File: config.mk
export PLATFORM = sky130hd
export DESIGN_NAME = boot_loader_ctrl
export DESIGN_NICKNAME = d
export VERILOG_FILES = /design/src/rtl/boot_pkg.sv /design/src/rtl/boot_xfer.sv /design/src/rtl/boot_loader_ctrl.sv
export SDC_FILE = /design/constraint.sdc
export NUM_CORES = 1
export LEC_CHECK = 0
export ABC_AREA = 1
export BUFFER_PORTS_ARGS = -buffer_cell sky130_fd_sc_hd__buf_2
export CORE_MARGIN = 3
export CORE_UTILIZATION = 52
export DETAILED_ROUTE_END_ITERATION = 16
export HOLD_SLACK_MARGIN = 0.03
export PLACE_DENSITY = 0.87
export SYNTH_ARGS = -nofsm -noshare
export SYNTH_HDL_FRONTEND = slang
export SYNTH_SLANG_ARGS = --single-unit
File: constraint.sdc
create_clock -name clk -period 3.5 [get_ports clk]
set_input_delay 0.7 -clock clk [delete_from_list [all_inputs] [get_ports clk]]
set_output_delay 0.7 -clock clk [all_outputs]
set_load 0.05 [all_outputs]
File: src/rtl/boot_pkg.sv
// Shared types and descriptor layout for the boot loader controller.
package boot_pkg;

   // Controller sequencing states
   typedef enum logic [2:0] {
      S_IDLE,
      S_ROM_RD,
      S_DECODE,
      S_MEM_RD,
      S_WRITE,
      S_DONE,
      S_ERROR
   } state_e;

   // Descriptor target codes
   typedef enum logic [1:0] {
      TGT_END = 2'b00,
      TGT_IM  = 2'b01,
      TGT_DM  = 2'b10,
      TGT_ILL = 2'b11
   } target_e;

   // Descriptor field layout
   localparam int unsigned DESC_W  = 36;
   localparam int unsigned TGT_MSB = 35;
   localparam int unsigned TGT_LSB = 34;
   localparam int unsigned SRC_MSB = 33;
   localparam int unsigned SRC_LSB = 20;
   localparam int unsigned DST_MSB = 19;
   localparam int unsigned DST_LSB = 10;
   localparam int unsigned CNT_MSB = 9;
   localparam int unsigned CNT_LSB = 0;

   localparam int unsigned SRC_W = SRC_MSB - SRC_LSB + 1;
   localparam int unsigned DST_W = DST_MSB - DST_LSB + 1;
   localparam int unsigned CNT_W = CNT_MSB - CNT_LSB + 1;

   function automatic target_e desc_target(input logic [DESC_W-1:0] d);
      return target_e'(d[TGT_MSB:TGT_LSB]);
   endfunction

   function automatic logic [SRC_W-1:0] desc_src(input logic [DESC_W-1:0] d);
      return d[SRC_MSB:SRC_LSB];
   endfunction

   function automatic logic [DST_W-1:0] desc_dst(input logic [DESC_W-1:0] d);
      return d[DST_MSB:DST_LSB];
   endfunction

   function automatic logic [CNT_W-1:0] desc_cnt(input logic [DESC_W-1:0] d);
      return d[CNT_MSB:CNT_LSB];
   endfunction

endpackage

File: src/rtl/boot_xfer.sv
// Word-copy datapath: source/destination/count registers and the
// MEM read / IM-or-DM write strobes for one descriptor's word loop.
module boot_xfer
   import boot_pkg::*;
#(
   parameter int unsigned DATA_W = 32,
   parameter int unsigned MEM_AW = 14
) (
   input  logic              clk,
   input  logic              rst,
   input  logic              load_i,
   input  logic [MEM_AW-1:0] src_i,
   input  logic [DST_W-1:0]  dst_i,
   input  logic [CNT_W-1:0]  cnt_i,
   input  logic              dm_i,
   input  logic              rd_i,
   input  logic              wr_i,
   input  logic [DATA_W-1:0] mem_data_i,
   output logic              last_o,
   output logic              mem_en_o,
   output logic              mem_read_o,
   output logic [MEM_AW-1:0] mem_addr_o,
   output logic              im_enable_o,
   output logic              im_write_o,
   output logic [9:0]        im_address_o,
   output logic [DATA_W-1:0] im_in_o,
   output logic              dm_enable_o,
   output logic              dm_write_o,
   output logic [14:0]       dm_address_o,
   output logic [DATA_W-1:0] dm_in_o
);

   logic [MEM_AW-1:0] src_q, src_d;
   logic [DST_W-1:0]  dst_q, dst_d;
   logic [CNT_W-1:0]  cnt_q, cnt_d;
   logic              dm_q,  dm_d;

   // Transfer registers; async clear drops any interrupted copy
   always_ff @(posedge clk or posedge rst) begin
      if (rst) begin
         src_q <= '0;
         dst_q <= '0;
         cnt_q <= '0;
         dm_q  <= 1'b0;
      end else begin
         src_q <= src_d;
         dst_q <= dst_d;
         cnt_q <= cnt_d;
         dm_q  <= dm_d;
      end
   end

   // Load on descriptor decode, step after each written word (addresses wrap freely)
   always_comb begin
      src_d = src_q;
      dst_d = dst_q;
      cnt_d = cnt_q;
      dm_d  = dm_q;
      if (load_i) begin
         src_d = src_i;
         dst_d = dst_i;
         cnt_d = cnt_i;
         dm_d  = dm_i;
      end else if (wr_i) begin
         src_d = src_q + 1'b1;
         dst_d = dst_q + 1'b1;
         cnt_d = cnt_q - 1'b1;
      end
   end

   // Bus strobes, gated so every output is zero outside its phase
   always_comb begin
      last_o       = (cnt_q == CNT_W'(1));
      mem_en_o     = rd_i;
      mem_read_o   = rd_i;
      mem_addr_o   = rd_i ? src_q : '0;
      im_enable_o  = wr_i & ~dm_q;
      im_write_o   = wr_i & ~dm_q;
      im_address_o = (wr_i & ~dm_q) ? dst_q : '0;
      im_in_o      = (wr_i & ~dm_q) ? mem_data_i : '0;
      dm_enable_o  = wr_i & dm_q;
      dm_write_o   = wr_i & dm_q;
      dm_address_o = (wr_i & dm_q) ? {5'b0, dst_q} : '0;
      dm_in_o      = (wr_i & dm_q) ? mem_data_i : '0;
   end

endmodule

File: src/rtl/boot_loader_ctrl.sv
// Boot loader: walks a descriptor ROM and copies word blocks from backing
// memory into instruction or data memory, then releases the CPU.
module boot_loader_ctrl
   import boot_pkg::*;
#(
   parameter int unsigned DATA_W = 32,
   parameter int unsigned ROM_AW = 8,
   parameter int unsigned MEM_AW = 14
) (
   input  logic              clk,
   input  logic              rst,
   input  logic              system_enable,
   output logic              rom_enable,
   output logic              rom_read,
   output logic [ROM_AW-1:0] rom_address,
   input  logic [35:0]       rom_out,
   output logic              MEM_en,
   output logic              MEM_read,
   output logic              MEM_write,
   output logic [MEM_AW-1:0] MEM_addr,
   input  logic [DATA_W-1:0] MEM_data,
   output logic              IM_enable,
   output logic              IM_write,
   output logic              IM_read,
   output logic [9:0]        IM_address,
   output logic [DATA_W-1:0] IM_in,
   output logic              DM_enable,
   output logic              DM_write,
   output logic              DM_read,
   output logic [14:0]       DM_address,
   output logic [DATA_W-1:0] DM_in,
   output logic              boot_done,
   output logic              boot_err,
   output logic [15:0]       words_copied
);

   state_e            state_q, state_d;
   logic [ROM_AW-1:0] ptr_q, ptr_d;
   logic [15:0]       words_q, words_d;

   logic    xfer_load, xfer_rd, xfer_wr, xfer_last;
   target_e tgt;

   assign tgt = desc_target(rom_out);

   // State, descriptor pointer and copied-word counter
   always_ff @(posedge clk or posedge rst) begin
      if (rst) begin
         state_q <= S_IDLE;
         ptr_q   <= '0;
         words_q <= '0;
      end else begin
         state_q <= state_d;
         ptr_q   <= ptr_d;
         words_q <= words_d;
      end
   end

   // Next-state and control; moving past the last ROM entry is a missing terminator
   always_comb begin
      state_d     = state_q;
      ptr_d       = ptr_q;
      words_d     = words_q;
      rom_enable  = 1'b0;
      rom_read    = 1'b0;
      rom_address = '0;
      xfer_load   = 1'b0;
      xfer_rd     = 1'b0;
      xfer_wr     = 1'b0;
      boot_done   = 1'b0;
      boot_err    = 1'b0;
      unique case (state_q)
         S_IDLE: begin
            if (system_enable) state_d = S_ROM_RD;
         end
         S_ROM_RD: begin
            rom_enable  = 1'b1;
            rom_read    = 1'b1;
            rom_address = ptr_q;
            state_d     = S_DECODE;
         end
         S_DECODE: begin
            if (tgt == TGT_END) begin
               state_d = S_DONE;
            end else if (tgt == TGT_ILL) begin
               state_d = S_ERROR;
            end else if (desc_cnt(rom_out) == '0) begin
               if (ptr_q == '1) begin
                  state_d = S_ERROR;
               end else begin
                  ptr_d   = ptr_q + 1'b1;
                  state_d = S_ROM_RD;
               end
            end else begin
               xfer_load = 1'b1;
               state_d   = S_MEM_RD;
            end
         end
         S_MEM_RD: begin
            xfer_rd = 1'b1;
            state_d = S_WRITE;
         end
         S_WRITE: begin
            xfer_wr = 1'b1;
            if (words_q != 16'hFFFF) words_d = words_q + 16'd1;
            if (!xfer_last) begin
               state_d = S_MEM_RD;
            end else if (ptr_q == '1) begin
               state_d = S_ERROR;
            end else begin
               ptr_d   = ptr_q + 1'b1;
               state_d = S_ROM_RD;
            end
         end
         S_DONE:  boot_done = 1'b1;
         S_ERROR: boot_err  = 1'b1;
         default: state_d = S_IDLE;
      endcase
   end

   assign words_copied = words_q;
   assign MEM_write    = 1'b0;
   assign IM_read      = 1'b0;
   assign DM_read      = 1'b0;

   boot_xfer #(
      .DATA_W (DATA_W),
      .MEM_AW (MEM_AW)
   ) u_xfer (
      .clk          (clk),
      .rst          (rst),
      .load_i       (xfer_load),
      .src_i        (MEM_AW'(desc_src(rom_out))),
      .dst_i        (desc_dst(rom_out)),
      .cnt_i        (desc_cnt(rom_out)),
      .dm_i         (tgt == TGT_DM),
      .rd_i         (xfer_rd),
      .wr_i         (xfer_wr),
      .mem_data_i   (MEM_data),
      .last_o       (xfer_last),
      .mem_en_o     (MEM_en),
      .mem_read_o   (MEM_read),
      .mem_addr_o   (MEM_addr),
      .im_enable_o  (IM_enable),
      .im_write_o   (IM_write),
      .im_address_o (IM_address),
      .im_in_o      (IM_in),
      .dm_enable_o  (DM_enable),
      .dm_write_o   (DM_write),
      .dm_address_o (DM_address),
      .dm_in_o      (DM_in)
   );

endmodule

==> results.sh <==
export IMPL_fillCellCount=778
export IMPL_ctsRootBufferMaster="clkbuf_8"
export IMPL_synth_distinct_cells=29
export IMPL_synth_sequential_area_ratio_pct=33.12
export IMPL_port_buffer_count=202
export IMPL_setup_tns_final_ps=0
export IMPL_wire_per_inst_um=12.98
export IMPL_total_power_density_per_cell_area_nw_per_um2=762.0
export IMPL_max_cap_violations=0
export IMPL_start_util_pct=55.34
export IMPL_final_max_slew_violation_count=0
export IMPL_synthesis_instances=747
export IMPL_cp_max_fo=42
export IMPL_core_um2=8464
export IMPL_synthToLayoutAreaGrowth_pct=25.72
export IMPL_timing_final_setup_violations=0
export IMPL_via_count_of_the_first_global_routing_pass=4642
export IMPL_layout_drive_gt1_share_pct=25.99
export IMPL_number_of_cells_in_the_design_after_placement=1028
export IMPL_min_period_over_period_pct=84.26
export IMPL_postSynth_topFlopCell="dfrtp_1"
export IMPL_ir_drop_uv=531.5
export IMPL_hold_path_class="flop to flop"
export IMPL_timing_final_hold_violations=0
export IMPL_grt_overflow_total=0
export IMPL_die_height_um=100.9
export IMPL_cts_tree="done"
export IMPL_grt_total_usage_pct=26.34
export IMPL_die_area_um2=10180
export IMPL_outcome="finished clean"
export IMPL_synth_edf_count=0
export IMPL_postSynthRegisterBits=62
export IMPL_grt_antenna_before_repair=2
export IMPL_synth_yosys_warnings=0
export IMPL_post_syn_area_um2=4684
export IMPL_criticalPathCategory="flop to output pin"
export IMPL_ant_nets=0
export IMPL_detail_route_first_pass_iterations=5
export IMPL_finalWeightedCongestion=0.8943
export IMPL_end_kind="output pin"
export IMPL_grt_pass1_wl_mm=21.31
export IMPL_finalClockSkew_ps=11.64
export IMPL_vias_after_detailed_routing=5214
export IMPL_clock_tree_htree_level_count=3
export IMPL_ctsLongestPathBuffers=2
export IMPL_cts_buffer_count=9
export IMPL_worst_slew_margin_rel_pct=31.13
export IMPL_final_area_um2=5889
export IMPL_grt_setup_unrepaired="no"
export IMPL_crit_path_start_kind="flop"
export IMPL_mostFrequentLayoutCells="202 x buf_2, 181 x nand2_1, 154 x nor2_1"
export IMPL_cp_arrival_ps=2250
export IMPL_residual_drc_count=0
export IMPL_die_w_um=100.9
export IMPL_non_filler_cells_in_the_finished_layout=1046
export IMPL_worst_ep_required_time_ps=2800
export IMPL_most_common_cell_after_layout_fill_and_taps_aside="buf_2"
export IMPL_placed_area_um2=5662
export IMPL_fin_crit_period_ps=2949
export IMPL_syn_mean_instance_area_um2=6.271
export IMPL_clkTransAtPathRegs_ps=70
export IMPL_clock_insertion_delay_at_the_later_pin_of_the_skew_report_ps=340
export IMPL_maximum_clock_rate_mhz=339.1
export IMPL_detail_route_vias_per_cell=4.985
export IMPL_timing_worst_slew_pin_value_ps=1032
export IMPL_dpl_hpwl_mm=10.42
export IMPL_pin_count_of_the_biggest_net_entering_global_routing=50
export IMPL_detail_route_wirelength_mm=13.58
export IMPL_cts_sinks=62
export IMPL_post_cts_hold_buffer_count=0
export IMPL_leakage_power_nw=3.552
export IMPL_report_power_total_mw=4.488
export IMPL_net_count_final=1011
export IMPL_async_reset_ff_share_pct=100.0
export IMPL_hold_worst_slack_ps=529.1
export IMPL_ios=211
export IMPL_dr_first_iter_drc_count=229
export IMPL_r2r_slack_ps=1390
export IMPL_placement_rows=33
export IMPL_cts_resized_gates=0
export IMPL_cts_setup_buffers=0
-- per-layer routing --
layer  share of wire (%)  track usage (%)  routed length (µm)
met1                  40            31.33                5455
met2                  49            46.43                6674
met3                 7.7            5.398                1040
met5                   0                0                   0
met4                 3.0            10.22                 409
-- power breakdown --
part	total, mW	switching [mW]	internal (mW)
sequential	1.25	0.268	0.979
clock	0.717	0.299	0.418
combinational	2.53	1.88	0.648
-- state kept, by name (all words and copies together), names as in the netlist --
| signal | count |
|---|---|
| u_xfer.cnt_q | 10 |
| ptr_q | 8 |
| u_xfer.dst_q | 10 |
| u_xfer.dm_q | 1 |
| u_xfer.src_q | 14 |
| state_q | 3 |
| words_copied | 16 |
-- logic make-up after synthesis --
| kind of cell | synth area share, % |
|---|---|
| adders and majority gates | 1.603 |
| buffers and inverters | 14.61 |
| and+or+nand+nor | 39.96 |
| AOI/OAI and AO/OA | 4.648 |
| DFF | 33.12 |
| xor gates and xnor gates | 5.983 |
| other | 0.08005 |
-- cell usage after synthesis, types with 2 or more instances --
cell type,instances,area (µm²)
nand3_1,75,375.4
clkbuf_1,5,18.77
inv_1,117,439.2
nand3b_1,2,15.01
xor2_1,28,245.2
nor2_2,9,56.30
o211ai_1,5,37.54
nor3_1,8,40.04
nor2_1,154,578.1
o21ai_1,13,65.06
buf_2,13,65.06
dfrtp_1,62,1551
nor3_2,2,20.02
nand2_1,181,679.4
o21ai_0,14,70.07
inv_2,5,18.77
buf_4,17,127.6
nand2_2,2,12.51
nand3_2,2,20.02
ha_1,6,75.07
xnor2_1,4,35.03
a21oi_1,6,30.03
nand4_1,11,68.82
-- through the flow --
stage,worst slack [ps],util [%]
after CTS,561.6,69.52
after global placement,945.0,66.89
after detailed placement,937.4,66.89
after global routing,323.9,69.58
after floorplan,397.2,-
final,551.0,69.58
-- critical path, stage by stage, from the launching register on --
cell and delay [ps]:
dfrtp_1 410, nor2_1 190, nand2_1 70, buf_4 230
nor2_2 220, inv_2 290, nor2_1 190, buf_2 290
-- layout make-up --
cell class,count,area [µm²],area share [%]
inverters,122,457.9,7.776
multi-input cells,533,2480,42.11
repair buffers,206,1041,17.68
flip-flops and latches,62,1551,26.34
clock inverters,6,85.08,1.445
well taps,105,131.4,2.231
diodes,2,5.005,0.08498
clock buffers,10,137.6,2.337
-- worst paths after layout --
| check | startpoint | end | depth (start not counted) |
|---|---|---|---|
| worst min register to register | ptr_q[3] | ptr_q[3] | 2 |
| max in group asynchronous | rst | state_q[0] | 3 |
| worst max-delay path | state_q[0] | IM_in[1] | 7 |
| worst max register to register | words_copied[0] | words_copied[6] | 8 |
| min in group asynchronous | rst | u_xfer.dst_q[4] | 2 |
| worst min-delay path | ptr_q[3] | ptr_q[3] | 2 |
Note: power is estimated with default switching activity, not from simulation.
